$ cat src/rtl/gcd_req_scheduler_if.sv
// Handshake bundle between the requesters, the GCD request scheduler and the shared GCD engine.
interface gcd_req_scheduler_if #(
  parameter int NREQ = 4,
  parameter int W    = 8
);
  logic [NREQ-1:0]   req_valid;
  logic [NREQ*W-1:0] req_a;
  logic [NREQ*W-1:0] req_b;
  logic [NREQ-1:0]   req_ready;
  logic [NREQ-1:0]   resp_valid;
  logic [W-1:0]      resp_data;
  logic              resp_err;
  logic [NREQ-1:0]   resp_ack;
  logic              gcd_go;
  logic [W-1:0]      gcd_a;
  logic [W-1:0]      gcd_b;
  logic              gcd_done;
  logic [W-1:0]      gcd_result;
  logic              busy;

  modport slave (
    input  req_valid, req_a, req_b, resp_ack, gcd_done, gcd_result,
    output req_ready, resp_valid, resp_data, resp_err, gcd_go, gcd_a, gcd_b, busy
  );

  modport master (
    output req_valid, req_a, req_b, resp_ack, gcd_done, gcd_result,
    input  req_ready, resp_valid, resp_data, resp_err, gcd_go, gcd_a, gcd_b, busy
  );
endinterface

$ cat src/rtl/gcd_req_scheduler.sv
// Round-robin scheduler sharing one subtract-loop GCD engine among NREQ requesters,
// with local zero-operand bypass and a WAIT timeout.
module gcd_req_scheduler #(
  parameter int NREQ    = 4,
  parameter int W       = 8,
  parameter int TIMEOUT = 255
) (
  input  logic clk,
  input  logic rst_n,
  gcd_req_scheduler_if.slave bus
);
  localparam int IDW = $clog2(NREQ);
  localparam int CW  = $clog2(TIMEOUT + 1);

  localparam logic [1:0] ST_IDLE  = 2'd0;
  localparam logic [1:0] ST_ISSUE = 2'd1;
  localparam logic [1:0] ST_WAIT  = 2'd2;
  localparam logic [1:0] ST_RESP  = 2'd3;

  localparam logic [IDW-1:0] LAST_ID  = IDW'(NREQ - 1);
  localparam logic [CW-1:0]  CNT_TERM = CW'(TIMEOUT - 1);
  localparam logic [CW-1:0]  CNT_MAX  = {CW{1'b1}};

  function automatic logic [NREQ-1:0] onehot(input logic [IDW-1:0] id);
    onehot = {{(NREQ-1){1'b0}}, 1'b1} << id;
  endfunction

  logic [1:0]      state_r, state_s;
  logic [IDW-1:0]  id_r, id_s;
  logic [IDW-1:0]  last_grant_r, last_grant_s;
  logic [W-1:0]    a_r, a_s;
  logic [W-1:0]    b_r, b_s;
  logic [W-1:0]    result_r, result_s;
  logic            err_r, err_s;
  logic [CW-1:0]   cnt_r, cnt_s;
  logic            go_r, go_s;
  logic [NREQ-1:0] req_ready_r;
  logic [NREQ-1:0] resp_valid_r;
  logic            busy_r;

  logic [IDW-1:0]  scan_s;
  logic [IDW-1:0]  pick_s;
  logic            found_s;
  logic [W-1:0]    a_sel_s;
  logic [W-1:0]    b_sel_s;

  // Round-robin pick: first pending requester after last_grant, wrapping around.
  always_comb begin
    scan_s  = '0;
    pick_s  = '0;
    found_s = 1'b0;
    for (int k = 0; k < NREQ; k++) begin
      scan_s = IDW'((int'(last_grant_r) + k + 32'sd1) % NREQ);
      if (!found_s && bus.req_valid[scan_s]) begin
        found_s = 1'b1;
        pick_s  = scan_s;
      end else begin
        found_s = found_s;
      end
    end
  end

  // Operand mux for the picked requester.
  always_comb begin
    a_sel_s = '0;
    b_sel_s = '0;
    for (int k = 0; k < NREQ; k++) begin
      if (pick_s == IDW'(k)) begin
        a_sel_s = bus.req_a[k*W +: W];
        b_sel_s = bus.req_b[k*W +: W];
      end else begin
        a_sel_s = a_sel_s;
      end
    end
  end

  // Next-state and datapath update for the IDLE/ISSUE/WAIT/RESP controller.
  always_comb begin
    state_s      = state_r;
    id_s         = id_r;
    last_grant_s = last_grant_r;
    a_s          = a_r;
    b_s          = b_r;
    result_s     = result_r;
    err_s        = err_r;
    cnt_s        = cnt_r;
    go_s         = 1'b0;
    case (state_r)
      ST_IDLE: begin
        if (found_s) begin
          state_s = ST_ISSUE;
          id_s    = pick_s;
          a_s     = a_sel_s;
          b_s     = b_sel_s;
          // The engine never terminates on a zero operand, so only start it for nonzero pairs.
          go_s    = (a_sel_s != '0) && (b_sel_s != '0);
        end else begin
          state_s = ST_IDLE;
        end
      end
      ST_ISSUE: begin
        if (a_r == '0) begin
          result_s = b_r;
          err_s    = 1'b0;
          state_s  = ST_RESP;
        end else if (b_r == '0) begin
          result_s = a_r;
          err_s    = 1'b0;
          state_s  = ST_RESP;
        end else begin
          cnt_s    = '0;
          state_s  = ST_WAIT;
        end
      end
      ST_WAIT: begin
        cnt_s = (cnt_r == CNT_MAX) ? cnt_r : cnt_r + {{(CW-1){1'b0}}, 1'b1};
        if (bus.gcd_done) begin
          result_s = bus.gcd_result;
          err_s    = 1'b0;
          state_s  = ST_RESP;
        end else if (cnt_r == CNT_TERM) begin
          result_s = '0;
          err_s    = 1'b1;
          state_s  = ST_RESP;
        end else begin
          state_s  = ST_WAIT;
        end
      end
      ST_RESP: begin
        if (|(bus.resp_ack & onehot(id_r))) begin
          state_s      = ST_IDLE;
          last_grant_s = id_r;
        end else begin
          state_s      = ST_RESP;
        end
      end
      default: begin
        state_s = ST_IDLE;
      end
    endcase
  end

  // State and registered outputs; outputs are computed from the next state so they align with it.
  always_ff @(posedge clk or negedge rst_n) begin
    if (!rst_n) begin
      state_r      <= ST_IDLE;
      id_r         <= '0;
      last_grant_r <= LAST_ID;
      a_r          <= '0;
      b_r          <= '0;
      result_r     <= '0;
      err_r        <= 1'b0;
      cnt_r        <= '0;
      go_r         <= 1'b0;
      req_ready_r  <= '0;
      resp_valid_r <= '0;
      busy_r       <= 1'b0;
    end else begin
      state_r      <= state_s;
      id_r         <= id_s;
      last_grant_r <= last_grant_s;
      a_r          <= a_s;
      b_r          <= b_s;
      result_r     <= result_s;
      err_r        <= err_s;
      cnt_r        <= cnt_s;
      go_r         <= go_s;
      req_ready_r  <= (state_s == ST_ISSUE) ? onehot(id_s) : '0;
      resp_valid_r <= (state_s == ST_RESP) ? onehot(id_s) : '0;
      busy_r       <= (state_s != ST_IDLE);
    end
  end

  assign bus.req_ready  = req_ready_r;
  assign bus.resp_valid = resp_valid_r;
  assign bus.resp_data  = result_r;
  assign bus.resp_err   = err_r;
  assign bus.gcd_go     = go_r;
  assign bus.gcd_a      = a_r;
  assign bus.gcd_b      = b_r;
  assign bus.busy       = busy_r;
endmodule

$ cat src/flat_wrapper.sv
// flat-port wrapper written by rule: the top's interface ports become plain ports
module gcd_req_scheduler_flat 
#(
  parameter int NREQ    = 4,
  parameter int W       = 8,
  parameter int TIMEOUT = 255
)
  (clk, rst_n, bus_req_valid, bus_req_a, bus_req_b, bus_resp_ack, bus_gcd_done, bus_gcd_result, bus_req_ready, bus_resp_valid, bus_resp_data, bus_resp_err, bus_gcd_go, bus_gcd_a, bus_gcd_b, bus_busy);
  gcd_req_scheduler_if #(.NREQ(NREQ), .W(W)) bus_i ();
  input  logic clk;
  input  logic rst_n;
  input wire logic [$bits(bus_i.req_valid)-1:0] bus_req_valid;
  input wire logic [$bits(bus_i.req_a)-1:0] bus_req_a;
  input wire logic [$bits(bus_i.req_b)-1:0] bus_req_b;
  input wire logic [$bits(bus_i.resp_ack)-1:0] bus_resp_ack;
  input wire logic [$bits(bus_i.gcd_done)-1:0] bus_gcd_done;
  input wire logic [$bits(bus_i.gcd_result)-1:0] bus_gcd_result;
  output wire logic [$bits(bus_i.req_ready)-1:0] bus_req_ready;
  output wire logic [$bits(bus_i.resp_valid)-1:0] bus_resp_valid;
  output wire logic [$bits(bus_i.resp_data)-1:0] bus_resp_data;
  output wire logic [$bits(bus_i.resp_err)-1:0] bus_resp_err;
  output wire logic [$bits(bus_i.gcd_go)-1:0] bus_gcd_go;
  output wire logic [$bits(bus_i.gcd_a)-1:0] bus_gcd_a;
  output wire logic [$bits(bus_i.gcd_b)-1:0] bus_gcd_b;
  output wire logic [$bits(bus_i.busy)-1:0] bus_busy;
  assign bus_i.req_valid = bus_req_valid;
  assign bus_i.req_a = bus_req_a;
  assign bus_i.req_b = bus_req_b;
  assign bus_i.resp_ack = bus_resp_ack;
  assign bus_i.gcd_done = bus_gcd_done;
  assign bus_i.gcd_result = bus_gcd_result;
  assign bus_req_ready = bus_i.req_ready;
  assign bus_resp_valid = bus_i.resp_valid;
  assign bus_resp_data = bus_i.resp_data;
  assign bus_resp_err = bus_i.resp_err;
  assign bus_gcd_go = bus_i.gcd_go;
  assign bus_gcd_a = bus_i.gcd_a;
  assign bus_gcd_b = bus_i.gcd_b;
  assign bus_busy = bus_i.busy;
  gcd_req_scheduler #(.NREQ(NREQ), .W(W), .TIMEOUT(TIMEOUT)) u_core (.clk(clk), .rst_n(rst_n), .bus(bus_i));
endmodule
$ cat config.mk
export PLATFORM = sky130hd
export DESIGN_NAME = gcd_req_scheduler_flat
export DESIGN_NICKNAME = d
export VERILOG_FILES = /design/src/rtl/gcd_req_scheduler_if.sv /design/src/rtl/gcd_req_scheduler.sv /design/src/flat_wrapper.sv
export SDC_FILE = /design/constraint.sdc
export NUM_CORES = 1
export LEC_CHECK = 0
export ABC_CLOCK_PERIOD_IN_PS = 3970
export CAP_MARGIN = 25
export CORE_ASPECT_RATIO = 0.7
export CORE_MARGIN = 5
export CORE_UTILIZATION = 45
export CTS_BUF_LIST = sky130_fd_sc_hd__clkbuf_4
export DETAILED_ROUTE_END_ITERATION = 6
export PLACE_DENSITY = 0.85
export REMOVE_ABC_BUFFERS = 1
export SYNTH_ARGS = -nofsm -noshare
export SYNTH_HDL_FRONTEND = slang
export SYNTH_SLANG_ARGS = --single-unit
$ cat constraint.sdc
create_clock -name clk -period 3.97 [get_ports clk]
set_input_delay 0.5955 -clock clk [delete_from_list [all_inputs] [get_ports clk]]
set_output_delay 0.5955 -clock clk [all_outputs]
set_load 0.03 [all_outputs]
==> key figures, run 1 <==
Setup path
  – Crit Path Category: in2reg
  – Crit end category: flip-flop
  – Worst-path fanout max: 33
  – Critical-path cell list: clkdlybuf4s50_1 > or3b_1 > or3b_1 > buf_4 > mux2i_1 > mux2i_1 > nor4_1 > a211oi_1
  – Worst setup path startpoint: bus_req_valid[1]
  – CP required: between 4 and 5 ns
  – Worst Path Arrival: 3.28 ns
  – Slowest stage delay, CP: 0.59 ns
  – Worst R2R Start: u_core.last_grant_r[1]
  – Setup crit start kind: input pin
  – Critical-path top delay cell: or3b_1

Floorplan
  – IO Pins: 118
  – Initial core utilization: 0.471
  – Die area: ~0.0084 mm^2
  – Core ar.: 0.00634 mm^2
  – Rows: 24
  – Die height: between 70 and 80 um
  – Die X: 107 um

CTS
  – CTS root buffer: clkbuf_4
  – CTS Buffer Depth: 2
  – Resized cells post-CTS: 0
  – # hold bufs at CTS: 0
  – CTS tree: built
  – Num CTS Buffers: 5
  – Clk sink count: between 40 and 50
  – Clk_lat worst skew: between 0.3 and 0.4 ns
  – Clock transition at path regs: 0.14 ns
  – Setup Fix Bufs, Post-CTS: 0
  – H-Tree Depth: 2

Synthesis
  – Async S/R FF share, synth: 1.00
  – Syn Std Cell Area: 0.00298 mm^2
  – Syn avg cell area: 9.47 um^2
  – Gate Count Post-Synth: 315
  – Synthesis-stage register bit count: slightly below 50
  – Area share of the largest cell type after synthesis: 0.394
  – Synth warnings: 0
  – Main synth FF type: dfrtp_1
  – Count leader, synth: nand2_1
  – Netlist cell types: 49
  – Area leader, netlist: dfrtp_1
  – EDFF count, synth: 0
  – Sequential area share after synthesis: 0.412
  – Top area cells in the synthesized netlist: dfrtp_1 (39%), mux2i_1 (8.4%), nand2_1 (6.2%)
  – Synth top cells by count: nand2_1 (49), dfrtp_1 (47), mux2i_1 (25)

Timing
  – Tcrit/Tclk final: 0.766
  – Fin. Hold Viols: 0
  – Setup_tns: 0 ns
  – RSZ-0062 raised after global routing: false
  – Skew final: 0.00500 ns
  – Fin crit period: 3.04 ns
  – Worst slew margin: 0.443
  – Final setup fails: 0
  – Measured slew at the worst slew-check pin: 0.835 ns
  – Fmax achieved: 0.329 GHz
  – Max Slew Vio Count: 0

Route
  – DRC viols: 0
  – Drt wl/cell: 16.8 um
  – Via/cell ratio: 5.46
  – Vias: 2834
  – Total Wirelength: 8730 um
  – Initial DRC Count: 176
  – Pre-Repair DR Iteration Count: 4
  – Post-route ant nets: 0

Placed design
  – Port Buffers: 117
  – Post-DP HPWL: between 7000 and 8000 um
  – GPL Wtd Cong: between 0.7 and 0.8
  – Placed Instance Area: 0.00420 mm^2

Global route
  – Initial antenna violation count: 0
  – Largest net degree at the start of global routing: 50
  – First-pass GRT wire length: 14100 um
  – Vias in the first global route: 2805
  – GRT overflow: 0
  – GRT Total Usage: 0.206

Final layout
  – Share of post-route cells with drive strength above 1: 0.0724
  – Nets: 517
  – Post-route cell area: 0.00427 mm^2
  – Ant diodes: 0
  – Area growth, synth to finish: 43.2%

Power
  – Leakage: 1.80 nW
  – Cell Pwr Density: approximately 700 mW/mm^2
  – VDD IR-drop max: roughly 0.00033 V

Run status
  – Status: finished, final reports clean

Job
  – Max cap viols: 0

Worst hold path
  – HP Class: in2async
## state kept, by name (all words and copies together), names as in the netlist
register / flops
u_core.bus.resp_valid: 4
u_core.bus.gcd_a: 8
u_core.cnt_r: 8
u_core.bus.resp_err: 1
u_core.bus.req_ready: 4
u_core.bus.busy: 1
u_core.bus.gcd_b: 8
u_core.bus.resp_data: 8
u_core.bus.gcd_go: 1
u_core.state_r: 2
u_core.id_r: 2
u_core.last_grant_r: 2
## where the power goes
group	leakage, nW	switching (W)	internal (W)
Sequential	0.615	0.000201	0.000717
Combinational	1.15	0.00105	0.000807
Clock	0.0310	0.000159	0.0000672
## cell type report
type                       instances  area, um^2
clock buffer                       5        37.5
sequential                        49        1230
inverter                           7        26.3
fill                             506        2060
clock inverter                     3        17.5
timing repair buffer             122        1220
multi-input combinational        242        1630
tap                               91         114
## final timing paths
kind                                            to  slack, ns  cells after the start
setup / recovery                 u_core.bus.gcd_go       0.93                      8
hold reg to reg            u_core.bus.resp_data[0]       0.51                      1
min in group clk           u_core.bus.resp_data[0]       0.51                      1
max in group asynchronous   u_core.last_grant_r[0]       3.37                      2
hold / removal             u_core.bus.resp_data[3]       0.06                      1
setup reg to reg                 u_core.bus.gcd_go       1.24                      7
## worst max-delay path: cells and delay by family
| family | cells | cell delay [ns] |
|---|---|---|
| AOI/OAI and AO/OA | 1 | 0.12 |
| buffers and inverters | 2 | 0.94 |
| muxes | 2 | 0.37 |
| and+or+nand+nor | 3 | 1.23 |
## logic make-up (layout without fill, tap and decap cells)
| kind of cell | count (synthesis) | in the layout | share of synthesized area |
|---|---|---|---|
| fa+ha+maj | 7 | 7 | 0.0293 |
| buf+inv | 24 | 137 | 0.0411 |
| xor+xnor | 4 | 4 | 0.0117 |
| simple gates | 118 | 118 | 0.190 |
| mux | 44 | 44 | 0.159 |
| flops | 49 | 49 | 0.412 |
| compound gates | 69 | 69 | 0.156 |
## layer usage
metal,global-route usage,vias to the layer above,part of all wire
met2,0.333,102,0.45
met5,0,-,0
li1,-,1372,-
met3,0.0426,6,0.076
met4,0.0303,0,0.0054
met1,0.295,1354,0.46
## stage by stage
step                      power [W]  hold slack [ns]  cells  setup WS, ns   util
final                       0.00301           0.0625    519         0.930  0.674
after floorplan             0.00208            0.300    298         0.986      -
after global placement      0.00273            0.474    510         0.658  0.663
after global routing        0.00323           0.0510    519         0.799  0.674
after detailed placement    0.00279            0.481    510         0.532  0.663
after CTS                   0.00302            0.451    518         0.948  0.671
## cell usage in the layout (no fill, tap or decap), drive strengths merged, types with 5 or more instances in the layout
cell | netlist | final
a211oi | 17 | 17
a21oi | 16 | 16
buf | 8 | 6
clkbuf | 9 | 5
clkdlybuf4s50 | 0 | 116
dfrtp | 47 | 47
ha | 7 | 7
inv | 7 | 7
mux2 | 18 | 18
mux2i | 25 | 25
nand2 | 49 | 49
nand2b | 6 | 6
nor2 | 20 | 20
nor3 | 18 | 18
o21ai | 11 | 11
o22ai | 5 | 5
o31ai | 8 | 8
Note: power is estimated with default switching activity, not from simulation.
==> run 2: changes to the inputs <==
--- a/config.mk
+++ b/config.mk
@@ -5,7 +5,7 @@
 export SDC_FILE = /design/constraint.sdc
 export NUM_CORES = 1
 export LEC_CHECK = 0
-export ABC_CLOCK_PERIOD_IN_PS = 3970
+export ABC_CLOCK_PERIOD_IN_PS = 3100
 export CAP_MARGIN = 25
 export CORE_ASPECT_RATIO = 0.7
 export CORE_MARGIN = 5
==> constraint.sdc (replaced) <==
create_clock -name clk -period 3.1 [get_ports clk]
set_input_delay 0.465 -clock clk [delete_from_list [all_inputs] [get_ports clk]]
set_output_delay 0.465 -clock clk [all_outputs]
set_load 0.03 [all_outputs]
==> key figures, run 2 (synthesis results as in run 1) <==
Timing
  – Tcrit/Tclk final: 0.871
  – Setup_tns: 0 ns (unchanged)
  – RSZ-0062 raised after global routing: false
  – Worst slew margin: 0.454 (+0.0111)
  – Final setup fails: 0 (unchanged)
  – Max Slew Vio Count: 0 (unchanged)
  – Measured slew at the worst slew-check pin: 0.819 ns (-0.0167 ns)
  – Fin crit period: 2.70 ns
  – Slack of the critical path: 0.400 ns (-0.529 ns)
  – Fmax achieved: 0.370 GHz
  – Skew final: 0.0129 ns (+0.00793 ns)
  – Fin. Hold Viols: 0 (unchanged)

Global route
  – Vias in the first global route: 2928 (+4.4%)
  – Largest net degree at the start of global routing: 33 (-34%)
  – GRT overflow: 0 (unchanged)
  – GRT Total Usage: 0.213 (+0.00707)
  – Initial antenna violation count: 0 (unchanged)
  – First-pass GRT wire length: 14700 um (+4.0%)

Floorplan
  – Core ar.: 0.00634 mm^2 (unchanged)
  – Initial core utilization: 0.471 (unchanged)
  – Die area: 0.00839 mm^2 (unchanged)
  – Die X: 107 um (unchanged)
  – Rows: 24 (unchanged)
  – Die height: 78.1 um (unchanged)
  – IO Pins: 118 (unchanged)

Placed design
  – Placed Instances: 514 (+0.78%)
  – Place WS: 0.0504 ns (-0.482 ns)
  – Port Buffers: 117 (unchanged)
  – Post-DP HPWL: 7070 um (about the same)
  – GPL Wtd Cong: 0.899 (+13%)

Route
  – DRC viols: 0 (unchanged)
  – Initial DRC Count: 175 (-0.57%)
  – Vias: 2857 (+0.81%)
  – Via/cell ratio: 5.47 (+0.23%)
  – Drt wl/cell: 16.7 um (-0.88%)
  – Post-route ant nets: 0 (unchanged)
  – Total Wirelength: 8700 um (-0.31%)
  – Pre-Repair DR Iteration Count: 5 (+1)

CTS
  – H-Tree Depth: 2 (unchanged)
  – # hold bufs at CTS: 0 (unchanged)
  – Clk sink count: 49 (unchanged)
  – CTS tree: built
  – Num CTS Buffers: 5 (unchanged)
  – Clk_lat worst skew: 0.37 ns (about the same)
  – Clock transition at path regs: 0.15 ns (about the same)
  – CTS root buffer: clkbuf_4
  – CTS Buffer Depth: 2 (unchanged)
  – Resized cells post-CTS: 0 (unchanged)
  – Setup Fix Bufs, Post-CTS: 0 (unchanged)

Final layout
  – Most frequent cells in the layout: clkdlybuf4s50_1 (116), nand2_1 (49), dfrtp_1 (47)
  – Commonest non-fill, non-tap cell in the layout: clkdlybuf4s50_1
  – Post-route non-filler standard cell count: 522 (+0.58%)
  – Ant diodes: 0 (unchanged)
  – Share of post-route cells with drive strength above 1: 0.0789 (+0.00646)
  – Area growth, synth to finish: 46.0%
  – Nets: 520 (+0.58%)
  – Filler cell count: 496 (-2.0%)

Worst hold path
  – HP Class: in2async

Power
  – Switching Share: 0.451 (-0.0196)
  – VDD IR-drop max: 0.000561 V (+69%)
  – Reported net switching power: 0.00183 W (+30%)
  – Reg power frac: 0.289 (-0.017)
  – Comb pwr share: 0.598 (-0.021)
  – Cell Pwr Density: 934 mW/mm^2 (+33%)
  – Internal power: 0.00223 W (+40%)
  – Clock power share: 0.113 (+0.038)
  – Leakage: 1.84 nW (+2.4%)

Setup path
  – Worst setup path startpoint: bus_req_valid[1]
  – Crit end category: flip-flop
  – Setup crit start kind: input pin
  – Worst-path fanout max: 16 (-52%)
  – Worst R2R Start: u_core.last_grant_r[1]
  – Crit Path Category: in2reg
  – CP required: 3.34 ns (-0.87 ns)
  – FF-to-FF setup slack: 0.46 ns (-0.78 ns)
  – Worst Path Arrival: 2.94 ns (-0.34 ns)

Job
  – Max cap viols: 0 (unchanged)

Run status
  – Status: finished, final reports clean
-- run 2: final cells by class --
| type | count | area, um^2 | share of cell area |
|---|---|---|---|
| Sequential cell | 49 | 1230 | 0.282 |
| Inverter | 7 | 26.3 | 0.00603 |
| Multi-Input combinational cell | 242 | 1630 | 0.375 |
| Clock buffer | 5 | 37.5 | 0.00862 |
| Timing Repair Buffer | 125 | 1250 | 0.287 |
| Tap cell | 91 | 114 | 0.0261 |
| Clock inverter | 3 | 65.1 | 0.0149 |
-- run 2: power by group through the flow --
stage	registers (W)	logic [W]	clock network (W)
after floorplan	0.00150	0.00116	0
after global placement	0.00117	0.00237	0
after detailed placement	0.00118	0.00243	0
after CTS	0.00117	0.00244	0.000463
after global routing	0.00121	0.00265	0.000500
final	0.00118	0.00243	0.000458
-- run 2: metrics by stage --
step                      utilization  hold WS (ns)  total power [W]  area, um^2
after global routing            0.687        0.0473          0.00436        4360
after CTS                       0.687        0.0286          0.00407        4360
after floorplan                     -         0.169          0.00267        2890
after detailed placement        0.671         0.447          0.00361        4250
final                           0.687        0.0258          0.00407        4360
after global placement          0.668         0.474          0.00354        4230
-- run 2: final timing paths --
path | endpoint | cells past startpoint
min reg2reg | u_core.bus.resp_data[0] | 1
min | u_core.bus.gcd_b[2] | 1
max in group asynchronous | u_core.last_grant_r[0] | 2
max reg2reg | u_core.bus.gcd_go | 5
max | u_core.bus.gcd_go | 7
min in group clk | u_core.bus.resp_data[0] | 1
-- run 2: layer usage --
metal / up-vias / wire length, um / global-route usage
li1: 1373 / - / -
met1: 1334 / 3920 / 0.308
met2: 135 / 3810 / 0.319
met3: 15 / 862 / 0.0607
met4: 0 / 110 / 0.0492
met5: - / 0 / 0
-- run 2: worst max-delay path, stage by stage --
cell	delay (ns)
clkdlybuf4s50_1	0.49
nor2b_1	0.18
a21oi_1	0.17
o221a_1	0.75
mux2i_1	0.25
nor4_1	0.48
a211oi_1	0.13
==> run 3: changes to the inputs <==
--- a/config.mk
+++ b/config.mk
@@ -12,8 +12,7 @@
 export CORE_UTILIZATION = 45
 export CTS_BUF_LIST = sky130_fd_sc_hd__clkbuf_4
 export DETAILED_ROUTE_END_ITERATION = 6
-export PLACE_DENSITY = 0.85
-export REMOVE_ABC_BUFFERS = 1
+export PLACE_DENSITY_LB_ADDON = 0.1
 export SYNTH_ARGS = -nofsm -noshare
 export SYNTH_HDL_FRONTEND = slang
 export SYNTH_SLANG_ARGS = --single-unit
==> key figures, run 3 (synthesis results as in run 1) <==
Run status
  – Status: finished, final reports clean

Setup path
  – Worst Path Arrival: 2.79 ns (-0.15 ns)
  – Crit end category: flip-flop
  – Worst R2R Start: u_core.bus.gcd_a[5]
  – Crit Path Category: in2reg
  – Worst-path fanout max: 33 (+17)
  – FF-to-FF setup slack: 0.64 ns (+0.18 ns)
  – Worst setup path startpoint: bus_req_valid[3]
  – Setup crit start kind: input pin
  – Critical-path top delay cell: clkdlybuf4s50_1
  – Critical-path cell list: clkdlybuf4s50_1 > nand2b_1 > a21boi_2 > or3b_1 > buf_12 > a211oi_1 > o22ai_1 > nor4_2 > a211oi_1
  – Slowest stage delay, CP: 0.56 ns (-0.19 ns)
  – CP required: 3.34 ns (about the same)
  – Crit path top cell by count: a211oi_1
  – Cell family with most CP delay: simple AND/OR/NAND/NOR gates
  – Buf+Inv Stages, Crit Path: 2 (+1)

Power
  – Cell Pwr Density: 918 mW/mm^2 (-1.6%)
  – VDD IR-drop max: 0.000558 V (-0.50%)
  – Leakage: 1.83 nW (-0.49%)

Timing
  – RSZ-0062 raised after global routing: false
  – Slack of the critical path: 0.550 ns (+0.150 ns)
  – Measured slew at the worst slew-check pin: 0.836 ns (+0.0173 ns)
  – Skew final: 0.00982 ns (-0.00311 ns)
  – Fin. Hold Viols: 0 (unchanged)
  – Final setup fails: 0 (unchanged)
  – Worst hold slack: 0.0391 ns (+0.0133 ns)
  – Setup_tns: 0 ns (unchanged)
  – Fmax achieved: 0.392 GHz (+5.9%)
  – Worst slew margin: 0.443 (-0.0115)
  – Tcrit/Tclk final: 0.823 (-0.0483)
  – Max Slew Vio Count: 0 (unchanged)
  – Fin crit period: 2.55 ns (-0.150 ns)

Final layout
  – Post-layout util: 0.684 (-0.00355)
  – Commonest non-fill, non-tap cell in the layout: clkdlybuf4s50_1
  – Area growth, synth to finish: 45.2%
  – Post-route non-filler standard cell count: 522 (unchanged)
  – Most frequent cells in the layout: clkdlybuf4s50_1 (116), nand2_1 (49), dfrtp_1 (47)
  – Share of post-route cells with drive strength above 1: 0.0789 (unchanged)
  – Nets: 521 (+0.19%)
  – Ant diodes: 0 (unchanged)

Floorplan
  – Die area: 0.00839 mm^2 (unchanged)
  – Core ar.: 0.00634 mm^2 (unchanged)
  – Die X: 107 um (unchanged)
  – Initial core utilization: 0.471 (unchanged)
  – Die height: 78.1 um (unchanged)
  – IO Pins: 118 (unchanged)
  – Rows: 24 (unchanged)

Global route
  – Vias in the first global route: 2876 (-1.8%)
  – GRT Total Usage: 0.202 (-0.0114)
  – Largest net degree at the start of global routing: 34 (+3.0%)
  – GRT overflow: 0 (unchanged)
  – First-pass GRT wire length: 13900 um (-5.5%)
  – Initial antenna violation count: 0 (unchanged)

CTS
  – CTS Buffer Depth: 2 (unchanged)
  – Clock transition at path regs: 0.13 ns (-0.02 ns)
  – Clk sink count: 49 (unchanged)
  – Setup Fix Bufs, Post-CTS: 0 (unchanged)
  – Clk_lat worst skew: 0.35 ns (-0.02 ns)
  – Resized cells post-CTS: 0 (unchanged)
  – H-Tree Depth: 2 (unchanged)
  – CTS tree: built
  – # hold bufs at CTS: 0 (unchanged)
  – CTS root buffer: clkbuf_4
  – Num CTS Buffers: 5 (unchanged)

Worst hold path
  – HP Class: in2async

Route
  – DRC viols: 0 (unchanged)
  – Post-route ant nets: 0 (unchanged)
  – Total Wirelength: 8630 um (-0.84%)
  – Via/cell ratio: 5.47 (about the same)
  – Vias: 2856 (-0.035%)
  – Pre-Repair DR Iteration Count: 5 (unchanged)
  – Initial DRC Count: 162 (-7.4%)
  – Drt wl/cell: 16.5 um (-0.84%)

Placed design
  – Port Buffers: 117 (unchanged)
  – GPL Wtd Cong: 0.869 (-3.3%)
  – Post-DP HPWL: 7160 um (+1.2%)
  – Place WS: 0.206 ns (+0.156 ns)
  – Placed Instances: 515 (+0.19%)

Synthesis
  – Post-synthesis net count: 405

Job
  – Max cap viols: 0 (unchanged)
## run 3: path summary, 6_finish.rpt
kind,end,cells after the start
hold / removal,u_core.bus.gcd_b[0],1
hold reg to reg,u_core.bus.resp_data[2],1
min in group clk,u_core.bus.resp_data[2],1
setup reg to reg,u_core.bus.resp_data[5],8
max in group asynchronous,u_core.last_grant_r[0],2
setup / recovery,u_core.bus.gcd_go,9
## run 3: area by class of cell
class                           count  area, um^2
Clock buffer                        5        37.5
Inverter                            7        26.3
Sequential cell                    49        1230
Clock inverter                      2        35.0
Fill cell                         511        2000
Tap cell                           91         114
Timing Repair Buffer              126        1260
Multi-Input combinational cell    242        1630
## run 3: stage by stage
stage	cell area [um^2]	total power, W
2_1_floorplan	2980	0.00274
3_3_place_gp	4240	0.00356
3_5_place_dp	4260	0.00363
4_1_cts	4330	0.00399
5_1_grt	4330	0.00426
6_report	4330	0.00398
## run 3: routing by layer
metal  vias to the layer above  wire length [um]  global-route usage
met5                         -                 0                   0
met2                       109              3850               0.323
li1                       1374                 -                   -
met1                      1367              4160               0.292
met3                         6               558              0.0434
met4                         0                59              0.0252
## run 3: worst register-to-register path: stages, from the launching register on
cell and delay, ns:
dfrtp_1 0.46, or4_1 0.55, nor2_2 0.11, buf_4 0.16, nor2_1 0.08, nand2_1 0.08, and2_1 0.17, o21a_1 0.38
mux2_1 0.37
## run 3: where the power goes
group	switching [W]	internal (W)
clock	0.000192	0.000165
combinational	0.00138	0.00107
sequential	0.000258	0.000918
total	0.00183	0.00215
